## src/rtl/neureka_package.sv

```systemverilog
// Shared encodings for the streamer sequencer: load-source selects, FSM states
// and the bit positions inside the job phase mask.
package neureka_package;

  localparam int unsigned MASK_W       = 5;
  localparam int unsigned FEAT_BIT     = 0;
  localparam int unsigned WEIGHT_BIT   = 1;
  localparam int unsigned NORM_BIT     = 2;
  localparam int unsigned STREAMIN_BIT = 3;
  localparam int unsigned STORE_BIT    = 4;

  typedef enum logic [2:0] {
    LD_FEAT_SEL        = 3'd0,
    LD_WEIGHT_SEL      = 3'd1,
    LD_NORM_SEL        = 3'd2,
    LD_STREAMIN_SEL    = 3'd3,
    LD_FEAT_WEIGHT_SEL = 3'd4
  } ld_which_t;

  typedef enum logic [2:0] {
    IDLE  = 3'd0,
    PICK  = 3'd1,
    DRAIN = 3'd2,
    CLEAR = 3'd3,
    START = 3'd4,
    WAIT  = 3'd5,
    DONE  = 3'd6
  } seq_state_t;

endpackage

```

## src/rtl/neureka_seq_phase_pick.sv

```systemverilog
// Fixed-priority phase picker: feat > weight > norm > streamin > store, with an
// optional merged feat+weight phase. Purely combinational.
module neureka_seq_phase_pick
  import neureka_package::*;
(
  input  logic [MASK_W-1:0] pending,
  input  logic              fw,
  output ld_which_t         ld_which,
  output logic              store,
  output logic [MASK_W-1:0] retire
);

  always_comb begin
    ld_which = LD_FEAT_SEL;
    store    = 1'b0;
    retire   = '0;
    if (fw && pending[FEAT_BIT] && pending[WEIGHT_BIT]) begin
      ld_which             = LD_FEAT_WEIGHT_SEL;
      retire[FEAT_BIT]     = 1'b1;
      retire[WEIGHT_BIT]   = 1'b1;
    end else if (pending[FEAT_BIT]) begin
      ld_which             = LD_FEAT_SEL;
      retire[FEAT_BIT]     = 1'b1;
    end else if (pending[WEIGHT_BIT]) begin
      ld_which             = LD_WEIGHT_SEL;
      retire[WEIGHT_BIT]   = 1'b1;
    end else if (pending[NORM_BIT]) begin
      ld_which             = LD_NORM_SEL;
      retire[NORM_BIT]     = 1'b1;
    end else if (pending[STREAMIN_BIT]) begin
      ld_which             = LD_STREAMIN_SEL;
      retire[STREAMIN_BIT] = 1'b1;
    end else if (pending[STORE_BIT]) begin
      // Load mux is irrelevant for the store phase; park it on feat.
      store                = 1'b1;
      retire[STORE_BIT]    = 1'b1;
    end
  end

endmodule

```

## src/rtl/neureka_streamer_sequencer.sv

```systemverilog
// Walks one tile job through its load/store phases on the shared streamer.
// Optional wait-cycle counter enabled by NEUREKA_SEQ_PERF_CNT_EN.
module neureka_streamer_sequencer
  import neureka_package::*;
#(
  parameter int unsigned CNT_W         = 32,
  parameter bit          FW_EN_DEFAULT = 1'b1
) (
  input  logic              clk_i,
  input  logic              rst_i,
  input  logic              clear_i,
  input  logic              enable_i,
  input  logic              job_valid_i,
  output logic              job_ready_o,
  input  logic [MASK_W-1:0] job_mask_i,
  input  logic              job_wmem_i,
  input  logic              job_fw_i,
  output logic [2:0]        ld_which_sel_o,
  output logic              ld_st_sel_o,
  output logic              wmem_sel_o,
  output logic              clear_source_o,
  output logic              clear_sink_o,
  output logic              clear_fifo_o,
  output logic              src_start_o,
  output logic              sink_start_o,
  input  logic              src_done_i,
  input  logic              sink_done_i,
  input  logic              fifo_empty_i,
  output logic              phase_done_o,
  output logic              job_done_o,
  output logic              busy_o
`ifdef NEUREKA_SEQ_PERF_CNT_EN
  ,
  output logic [CNT_W-1:0]  wait_cycles_o
`endif
);

  seq_state_t        state_q, state_d;
  logic [MASK_W-1:0] pending_q;
  logic              wmem_q, fw_q, dir_q;
  ld_which_t         pick_which_q, ld_which_q;
  logic              pick_store_q, ld_st_q, wmem_sel_q;
  logic [MASK_W-1:0] pick_retire_q;

  ld_which_t         pk_which, cur_which;
  logic              pk_store, cur_store;
  logic [MASK_W-1:0] pk_retire;
  logic              accept, live, done_sel;

  neureka_seq_phase_pick u_pick (
    .pending  (pending_q),
    .fw       (fw_q),
    .ld_which (pk_which),
    .store    (pk_store),
    .retire   (pk_retire)
  );

  assign job_ready_o = (state_q == IDLE) & enable_i & ~clear_i;
  assign accept      = job_valid_i & job_ready_o;
  assign live        = enable_i & ~clear_i;
  assign done_sel    = pick_store_q ? sink_done_i : src_done_i;

  // CLEAR can be entered straight from PICK, before the pick registers load.
  assign cur_which = (state_q == PICK) ? pk_which : pick_which_q;
  assign cur_store = (state_q == PICK) ? pk_store : pick_store_q;

  always_comb begin
    state_d = state_q;
    unique case (state_q)
      IDLE:  if (accept) state_d = PICK;
      PICK: begin
        if (pending_q == '0)                         state_d = DONE;
        else if ((pk_store != dir_q) && !fifo_empty_i) state_d = DRAIN;
        else                                         state_d = CLEAR;
      end
      DRAIN: if (fifo_empty_i) state_d = CLEAR;
      CLEAR: state_d = START;
      START: state_d = WAIT;
      WAIT:  if (done_sel) state_d = PICK;
      DONE:  state_d = IDLE;
      default: state_d = IDLE;
    endcase
  end

  always_ff @(posedge clk_i or posedge rst_i) begin
    if (rst_i) begin
      state_q       <= IDLE;
      pending_q     <= '0;
      wmem_q        <= 1'b0;
      fw_q          <= FW_EN_DEFAULT;
      dir_q         <= 1'b0;
      pick_which_q  <= LD_FEAT_SEL;
      pick_store_q  <= 1'b0;
      pick_retire_q <= '0;
      ld_which_q    <= LD_FEAT_SEL;
      ld_st_q       <= 1'b0;
      wmem_sel_q    <= 1'b0;
    end else if (clear_i) begin
      state_q       <= IDLE;
      pending_q     <= '0;
      wmem_q        <= 1'b0;
      fw_q          <= FW_EN_DEFAULT;
      dir_q         <= 1'b0;
      pick_which_q  <= LD_FEAT_SEL;
      pick_store_q  <= 1'b0;
      pick_retire_q <= '0;
      ld_which_q    <= LD_FEAT_SEL;
      ld_st_q       <= 1'b0;
      wmem_sel_q    <= 1'b0;
    end else if (enable_i) begin
      state_q <= state_d;
      if (accept) begin
        pending_q <= job_mask_i;
        wmem_q    <= job_wmem_i;
        fw_q      <= job_fw_i;
      end
      if (state_q == PICK) begin
        pick_which_q  <= pk_which;
        pick_store_q  <= pk_store;
        pick_retire_q <= pk_retire;
      end
      if (state_d == CLEAR) begin
        ld_which_q <= cur_which;
        ld_st_q    <= cur_store;
        wmem_sel_q <= wmem_q & ((cur_which == LD_WEIGHT_SEL) ||
                                (cur_which == LD_FEAT_WEIGHT_SEL));
      end
      if (state_q == CLEAR) dir_q <= pick_store_q;
      if ((state_q == WAIT) && done_sel) pending_q <= pending_q & ~pick_retire_q;
    end
  end

  assign ld_which_sel_o = ld_which_q;
  assign ld_st_sel_o    = ld_st_q;
  assign wmem_sel_o     = wmem_sel_q;

  assign clear_source_o = live & (state_q == CLEAR) & ~pick_store_q;
  assign clear_sink_o   = live & (state_q == CLEAR) &  pick_store_q;
  assign clear_fifo_o   = live & (state_q == CLEAR) & (pick_store_q != dir_q);
  assign src_start_o    = live & (state_q == START) & ~pick_store_q;
  assign sink_start_o   = live & (state_q == START) &  pick_store_q;
  assign phase_done_o   = live & (state_q == WAIT)  &  done_sel;
  assign job_done_o     = live & (state_q == DONE);
  assign busy_o         = (state_q != IDLE) & ~clear_i;

`ifdef NEUREKA_SEQ_PERF_CNT_EN
  logic [CNT_W-1:0] wait_cnt_q;

  always_ff @(posedge clk_i or posedge rst_i) begin
    if (rst_i)
      wait_cnt_q <= '0;
    else if (clear_i || accept)
      wait_cnt_q <= '0;
    else if (enable_i && ((state_q == WAIT) || (state_q == DRAIN)) && !(&wait_cnt_q))
      wait_cnt_q <= wait_cnt_q + 1'b1;
  end

  assign wait_cycles_o = wait_cnt_q;
`endif

endmodule

```

## config.mk

```make
export PLATFORM = sky130hd
export DESIGN_NAME = neureka_streamer_sequencer
export DESIGN_NICKNAME = d
export VERILOG_FILES = /design/src/rtl/neureka_package.sv /design/src/rtl/neureka_seq_phase_pick.sv /design/src/rtl/neureka_streamer_sequencer.sv
export SDC_FILE = /design/constraint.sdc
export NUM_CORES = 1
export LEC_CHECK = 0
export ABC_CLOCK_PERIOD_IN_PS = 3550
export BUFFER_PORTS_ARGS = -buffer_cell sky130_fd_sc_hd__buf_2
export CORE_MARGIN = 2
export CORE_UTILIZATION = 45
export CTS_CLUSTER_DIAMETER = 120
export DETAILED_ROUTE_END_ITERATION = 6
export PLACE_DENSITY_LB_ADDON = 0.05
export SYNTH_ARGS = -nofsm -noshare
export SYNTH_HDL_FRONTEND = slang
export SYNTH_SLANG_ARGS = --single-unit
export TNS_END_PERCENT = 1
```

## constraint.sdc

```tcl
create_clock -name clk_i -period 3.55 [get_ports clk_i]
set_clock_uncertainty 0.1 [all_clocks]
set_input_delay 0.1775 -clock clk_i [delete_from_list [all_inputs] [get_ports clk_i]]
set_output_delay 0.1775 -clock clk_i [all_outputs]
set_load 0.1 [all_outputs]
```

==> results.yml, run 1 <==
cells_and_area:
  fin_area_sq_um: 1640
  area_growth_pct: 14.8
  antenna_cells: 0
  drive_gt1_share_pct: 24.2
  final_cell_mix: "28 x buf_2, 24 x a21oi_1, 24 x dfrtp_1"
  final_nets: 202
  layout_commonest_cell: "buf_2"
logic_synthesis:
  synth_nets: 174
  ys.flop_type: "dfrtp_1"
  netlist_area_sq_um: 1430
  ys_ff_latch: 25
  synthCells: 159
  syn_area_per_cell_sq_um: 8.97
  yosys_warnings: 0
  async_flop_share_pct: 100
  synth_enable_flop_cells: 0
  seq_area_frac_synth_pct: 43.9
  netlist-cell-type-count: 43
critical_path:
  crit_path_end: "phase_done_o"
  cp_max_fo: 11
  r2r_slack_ns: 1.36
  ff2ff_path_depth: 5
  crit_required_ns: 3.27
  crit_start: "state_q[2]$_DFFE_PP0P_"
  worstSetupPathType: "flip-flop to output pin"
  arrival_ns: 2.16
  end_kind: "output pin"
  critical_path.startpoint_type: "flip-flop"
  rr_endpoint: "ld_st_sel_o$_DFFE_PP0P_"
  r2r_start: "pending_q[0]$_DFFE_PP0P_"
sta:
  worst_slew_pin_slew_ns: 0.926
  final.period_utilization_pct: 68.7
  finalSetupViolations: 0
  rsz0062_at_grt: "no"
  hold_viol_final: 0
  fin_crit_ns: 2.44
  timing.final.ws_setup_ns: 1.11
  final.setup.tns_ns: 0
  maxSlewViolCount: 0
  maxSlewHeadroom_pct: 38.2
  max_freq_mhz: 410
clock_network:
  insertion_delay_ns: 0.32
  clock_sinks: 25
  path_clk_slew_ns: 0.14
  cts_buffers: 3
  root_buffer: "clkbuf_4"
  cts_max_path_buffers: 2
  cts_tree: "built"
  htreeDepth: 1
routing:
  met3_length_um: 85
  wl_mm: 3.29
  route.detailed.drc: 0
  antenna_left: 0
  vias: 1241
  avgRoutedWirePerCell_um: 14.3
  drt_iter0_markers: 64
  top_layer: "met4"
  drt_pre_antenna_iters: 4
  drt-vias-per-instance: 5.40
  met1_length_mm: 1.61
  dr_wl_met2_mm: 1.58
min_path:
  min_path_type: "primary input to flip-flop"
global_routing:
  grt_pass1_wl_mm: 5.51
  grtUsageTotal_pct: 20.1
  antenna_found_initial: 0
  grt_max_degree: 27
  grt_pass1_vias: 1174
  grt_overflow: 0
floorplan:
  chipHeight_um: 60.3
  die_w_um: 60.3
  fp.coreArea_sq_um: 3030
  num_rows: 20
  fp.dieArea_sq_um: 3640
  start_util_pct: 47.1
  top_level_ports: 29
power_and_ir_drop:
  p_leak_nw: 0.753
  powerDensity_nw_per_um2: 347
  vdd_ir_drop_max_mv: 0.156
status:
  outcome: "finished clean"
placement:
  place_ws_ns: 1.40
  placed_area_sq_um: 1570
  portBuffers: 28
  hpwl_mm: 2.35
  gp_congestion: 0.819
flow_run:
  max_cap_violations: 0
## final cells by class
| type | instances | area (sq um) |
|---|---|---|
| fillers | 300 | 1390 |
| multi-input cells | 120 | 729 |
| flip-flops and latches | 25 | 627 |
| repair buffers | 32 | 180 |
| well taps | 44 | 55.1 |
| clock buffers | 3 | 22.5 |
| inverters | 5 | 18.8 |
| clock inverters | 1 | 5.00 |
## power breakdown
| group | switching, mW | internal (mW) | leakage (nW) | total [mW] |
|---|---|---|---|---|
| Sequential | 0.0143 | 0.296 | 0.340 | 0.310 |
| Combinational | 0.0868 | 0.0414 | 0.395 | 0.128 |
| Clock | 0.0870 | 0.0421 | 0.0177 | 0.129 |
| Total | 0.188 | 0.380 | 0.753 | 0.568 |
## cell families (layout without fill, tap and decap cells)
group           Yosys count  after routing  share of synthesized area, %
compound gates           51             51                          23.9
xor+xnor                  2              2                          1.23
buf+inv                  14             41                          4.91
flops                    25             25                          43.9
mux                       4              4                          2.98
simple gates             63             63                          23.1
## how the worst min path moves through the flow
stage | cells after the start | from | slack (ns) | endpoint
2_1_floorplan | 1 | rst_i | 0.10 | dir_q$_DFFE_PP0P_
3_3_place_gp | 3 | job_fw_i | 0.30 | fw_q$_DFFE_PP1P_
3_5_place_dp | 3 | job_fw_i | 0.30 | fw_q$_DFFE_PP1P_
4_1_cts | 3 | job_mask_i[4] | 0.04 | pending_q[4]$_DFFE_PP0P_
5_1_grt | 3 | job_mask_i[0] | 0.04 | pending_q[0]$_DFFE_PP0P_
6_report | 3 | job_mask_i[4] | 0.05 | pending_q[4]$_DFFE_PP0P_
## registers in the layout (all words and copies together) (netlist names)
| name | flops |
|---|---|
| fw_q | 1 |
| wmem_q | 1 |
| state_q | 3 |
| ld_which_sel_o | 3 |
| dir_q | 1 |
| ld_st_sel_o | 1 |
| pick_retire_q | 5 |
| pick_store_q | 1 |
| wmem_sel_o | 1 |
| pick_which_q | 3 |
| pending_q | 5 |
## layer usage
metal  vias to the layer above  global-route usage, %
li1                        628                      -
met1                       595                   28.9
met2                        16                   30.3
met3                         2                   3.03
met4                         0                   7.62
met5                         -                      0
## critical path, cell delays in order, from the launching register on
cell and delay, ns:
dfrtp_1 0.51, nor2b_1 0.28, nand3b_1 0.36, nor3_1 0.23, buf_2 0.46
## synthesized netlist by cell type, drive strengths merged, types with 3 or more instances
| library cell | number | area, sq um |
|---|---|---|
| clkbuf | 5 | 18.8 |
| nor2 | 17 | 63.8 |
| and3 | 3 | 18.8 |
| nand3 | 8 | 45.0 |
| inv | 5 | 18.8 |
| nor3b | 3 | 22.5 |
| nor2b | 4 | 25.0 |
| buf | 4 | 32.5 |
| nand2 | 15 | 56.3 |
| o21ai | 8 | 43.8 |
| a21oi | 24 | 120 |
| a211oi | 8 | 75.1 |
| nor3 | 3 | 15.0 |
| dfrtp | 24 | 601 |
## stage by stage
step           total power [mW]  hold slack [ns]  instances  util, %
6_report                  0.568           0.0505        230     54.1
5_1_grt                   0.601           0.0392        230     54.1
4_1_cts                   0.573           0.0365        230     54.1
3_5_place_dp              0.440            0.304        222     51.9
3_3_place_gp              0.439            0.299        222     51.9
2_1_floorplan             0.414            0.104        159        -
## what timing repair did
action	in CTS	in global routing
gates resized for setup	0	0
endpoints found under the setup margin	0	0
buffers inserted	0	0
hold endpoints to repair	27	0
hold buffers	4	0
Power figures use the tool's default switching activity.
==> run 2, diff against run 1 <==
Settings changed: ABC_CLOCK_PERIOD_IN_PS 3550 to 2490.
Clock period 3.55 ns to 2.49 ns, I/O delays scaled along.
==> run 2 against run 1 <==
  * Clock-buffer cell count did not move
  * Hold slack got worse by 0.014 ns
  * Register-to-register slack got worse by 1.1 ns
  * Die area did not move
  * Final cell count rose by 3.0%
  * Via count rose by 5.6%
  * Largest cell class unchanged
  * Largest power group unchanged
==> results.yml, run 2 (synthesis results as in run 1) <==
cells_and_area:
  final_cell_mix: "28 x buf_2, 24 x a21oi_1, 24 x dfrtp_1"
  drive_gt1_share_pct: 25.9
  nFillCells: 282
  top_regs: "pending_q x5, pick_retire_q x5"
  area_growth_pct: 19.6
  antenna_cells: 0
  layout_commonest_cell: "buf_2"
  final_nets: 209
  fin_area_sq_um: 1710
critical_path:
  critical_path.startpoint_type: "flip-flop"
  arrival_ns: 1.98
  slowest_stage: "dfrtp_1"
  cp_max_fo: 10
  worstSetupPathType: "flip-flop to output pin"
  end_kind: "output pin"
  cpPeakStageDelay_ns: 0.54
  path_cells: "nor2b_1, nand3b_1, nor3_1, buf_2"
  crit_required_ns: 2.27
clock_network:
  cts_buffers: 3
  cts_max_path_buffers: 2
  path_clk_slew_ns: 0.14
  post_cts_buffers: 0
  cts_tree: "built"
  cts_resized: 0
  htreeDepth: 1
  clock_sinks: 25
  holdBufCountCts: 7
  root_buffer: "clkbuf_4"
  insertion_delay_ns: 0.33
sta:
  fin_crit_ns: 2.21
  maxSlewHeadroom_pct: 36.7
  max_freq_mhz: 453
  rsz0062_at_grt: "no"
  hold_viol_final: 0
  finalSetupViolations: 0
  final.period_utilization_pct: 88.7
  maxSlewViolCount: 0
  final.setup.tns_ns: 0
  worst_slew_pin_slew_ns: 0.948
floorplan:
  fp.dieArea_sq_um: 3640
  start_util_pct: 47.1
  num_rows: 20
  top_level_ports: 29
  chipHeight_um: 60.3
  die_w_um: 60.3
  fp.coreArea_sq_um: 3030
placement:
  hpwl_mm: 2.52
  portBuffers: 28
  gp_congestion: 0.832
  placed_area_sq_um: 1610
power_and_ir_drop:
  vdd_ir_drop_max_mv: 0.227
  powerDensity_nw_per_um2: 484
  power_uw: 825
  p_leak_nw: 0.782
flow_run:
  max_cap_violations: 0
routing:
  drt_pre_antenna_iters: 4
  antenna_left: 0
  route.detailed.drc: 0
  drt-vias-per-instance: 5.53
  vias: 1311
  drt_iter0_markers: 69
  avgRoutedWirePerCell_um: 14.7
  wl_mm: 3.48
global_routing:
  grtUsageTotal_pct: 21.1
  grt_overflow: 0
  grt_pass1_wl_mm: 5.68
  grt_pass1_vias: 1243
  antenna_found_initial: 0
  grt_max_degree: 26
min_path:
  min_path_type: "primary input to flip-flop"
status:
  outcome: "finished clean"
run 2: cell count changes in the layout (fill, tap and decap cells not counted):
cell,change
dlygate4sd3_1,+3
nor3b_1,-1
nor3b_2,+1
clkinvlp_4,+1
clkinv_2,-1
buf_4,+4
run 2: cell type report:
type	instances	area, sq um	share of cell area [%]
multi-input cells	120	734	43.1
flip-flops and latches	25	627	36.8
repair buffers	39	240	14.1
well taps	44	55.1	3.23
clock buffers	3	22.5	1.32
inverters	5	18.8	1.10
clock inverters	1	7.51	0.440
run 2: metal layers:
layer	vias up	wire length [um]	track usage (%)
met3	7	131	2.81
met4	0	59	8.57
met1	631	1580	28.0
met2	32	1710	34.8
li1	641	-	-
met5	-	0	0
run 2: metrics by stage:
stage | hold slack (ns) | util [%] | std cells | setup slack [ns]
2_1_floorplan | 0.0511 | - | 159 | -0.851
3_3_place_gp | 0.247 | 53.0 | 226 | 0.432
3_5_place_dp | 0.257 | 53.0 | 226 | 0.350
4_1_cts | 0.0258 | 56.3 | 237 | 0.296
5_1_grt | 0.0377 | 56.3 | 237 | 0.141
6_report | 0.0368 | 56.3 | 237 | 0.281
run 2: path summary, 6_finish.rpt:
check,from,to,slack [ns],cells after the start
max in group asynchronous,rst_i,state_q[0]$_DFFE_PP0P_,1.28,3
setup / recovery,state_q[2]$_DFFE_PP0P_,phase_done_o,0.28,4
setup reg to reg,pending_q[0]$_DFFE_PP0P_,ld_which_sel_o[0]$_DFFE_PP0P_,0.29,5
min in group asynchronous,rst_i,pick_retire_q[0]$_DFFE_PP0P_,0.43,3
hold / removal,job_mask_i[2],pending_q[2]$_DFFE_PP0P_,0.04,3
hold reg to reg,fw_q$_DFFE_PP1P_,fw_q$_DFFE_PP1P_,0.41,2
run 2: worst max-delay path, delay by kind of cell, from the launching register on:
family	cells	cell delay [ns]
DFF	1	0.54
buffers and inverters	1	0.46
and+or+nand+nor	3	0.67
run 2: power breakdown:
| part | switching, mW | total (mW) | internal [mW] |
|---|---|---|---|
| clock network | 0.129 | 0.190 | 0.0615 |
| registers | 0.0212 | 0.443 | 0.422 |
| logic | 0.127 | 0.191 | 0.0647 |
| total | 0.277 | 0.825 | 0.548 |
==> run 3, diff against run 2 <==
Settings changed: RECOVER_POWER set to 100.
==> run 3 against run 2 <==
  * Die area did not move
  * Hold slack got worse by 0.0018 ns
  * Clock power barely moved
  * Highest routed layer unchanged
  * Flip-flop and latch count did not move
==> results.yml, run 3 (synthesis results as in run 1) <==
sta:
  worst_slew_pin_slew_ns: 1.17
  hold_viol_final: 0
  fin_crit_ns: 2.34
  final.period_utilization_pct: 93.8
  maxSlewViolCount: 0
  hold_ws_ns: 0.0350
  finalSetupViolations: 0
  rsz0062_at_grt: "no"
  max_freq_mhz: 428
  maxSlewHeadroom_pct: 22.6
clock_network:
  cts_buffers: 3
  insertion_delay_ns: 0.33
  post_cts_buffers: 0
  path_clk_slew_ns: 0.14
  root_buffer: "clkbuf_4"
  clock_sinks: 25
  cts_max_path_buffers: 2
  cts_resized: 0
  cts_tree: "built"
  htreeDepth: 1
  holdBufCountCts: 7
cells_and_area:
  final_cell_mix: "24 x a21oi_1, 24 x dfrtp_1, 17 x nor2_1"
  fin_area_sq_um: 1680
  top_regs: "pending_q x5, pick_retire_q x5"
  antenna_cells: 0
  drive_gt1_share_pct: 20.2
  area_growth_pct: 17.5
  final_nets: 209
min_path:
  min_path_type: "primary input to flip-flop"
global_routing:
  grtUsageTotal_pct: 21.1
  antenna_found_initial: 0
  grt_max_degree: 26
  grt_pass1_vias: 1243
  grt_pass1_wl_mm: 5.68
  grt_overflow: 0
placement:
  portBuffers: 28
  placed_area_sq_um: 1610
  hpwl_mm: 2.52
  gp_congestion: 0.832
critical_path:
  arrival_ns: 2.48
  critical_path.startpoint_type: "flip-flop"
  end_kind: "flip-flop"
  worstSetupPathType: "flip-flop to flip-flop"
  cp_max_fo: 8
  crit_required_ns: 2.63
flow_run:
  max_cap_violations: 0
routing:
  avgRoutedWirePerCell_um: 14.7
  drt-vias-per-instance: 5.61
  route.detailed.drc: 0
  vias: 1329
  drt_pre_antenna_iters: 4
  antenna_left: 0
  drt_iter0_markers: 75
  wl_mm: 3.49
power_and_ir_drop:
  powerDensity_nw_per_um2: 487
  p_leak_nw: 0.745
  vdd_ir_drop_max_mv: 0.223
floorplan:
  num_rows: 20
  die_w_um: 60.3
  top_level_ports: 29
  fp.coreArea_sq_um: 3030
  start_util_pct: 47.1
  chipHeight_um: 60.3
  fp.dieArea_sq_um: 3640
status:
  outcome: "finished clean"
-- run 3: critical path, cell delays in order, from the launching register on --
cell and delay, ns:
dfrtp_1 0.47, nor4_1 0.56, mux2_1 0.40, o211ai_2 0.31, a21oi_1 0.14, a211oi_2 0.27
-- run 3: layout make-up --
class | count | area [sq um]
fillers | 293 | 1350
well taps | 44 | 55.1
repair buffers | 39 | 230
inverters | 5 | 18.8
clock inverters | 1 | 7.51
clock buffers | 3 | 22.5
flip-flops and latches | 25 | 627
multi-input cells | 120 | 716
-- run 3: metrics by stage --
| stage | total power [mW] | TNS, ns | setup slack (ns) | std cells | utilization [%] |
|---|---|---|---|---|---|
| 6_report | 0.816 | 0 | 0.153 | 237 | 55.4 |
| 4_1_cts | 0.832 | 0 | 0.296 | 237 | 56.3 |
| 2_1_floorplan | 0.591 | -2.29 | -0.851 | 159 | - |
| 3_5_place_dp | 0.633 | 0 | 0.350 | 226 | 53.0 |
| 3_3_place_gp | 0.629 | 0 | 0.432 | 226 | 53.0 |
| 5_1_grt | 0.863 | 0 | 0.0968 | 237 | 55.4 |
-- run 3: final timing paths --
path	endpoint	slack [ns]	from	cells past startpoint
worst min register to register	fw_q$_DFFE_PP1P_	0.41	fw_q$_DFFE_PP1P_	2
worst min-delay path	pending_q[2]$_DFFE_PP0P_	0.03	job_mask_i[2]	3
worst max-delay path	ld_which_sel_o[0]$_DFFE_PP0P_	0.15	pending_q[0]$_DFFE_PP0P_	5
worst max register to register	ld_which_sel_o[0]$_DFFE_PP0P_	0.15	pending_q[0]$_DFFE_PP0P_	5
min in group asynchronous	pick_retire_q[0]$_DFFE_PP0P_	0.44	rst_i	3
max in group asynchronous	state_q[0]$_DFFE_PP0P_	1.27	rst_i	3
-- run 3: report_power, final --
group          switching [mW]  internal (mW)  leakage, nW
Clock                   0.127         0.0615       0.0139
Combinational           0.126         0.0588        0.390
Sequential             0.0206          0.422        0.340
-- run 3: routing by layer --
metal  global-route usage (%)  wire [um]
met5                        0          0
met1                     28.0       1560
met3                     2.81        190
met4                     8.57         72
met2                     34.8       1660
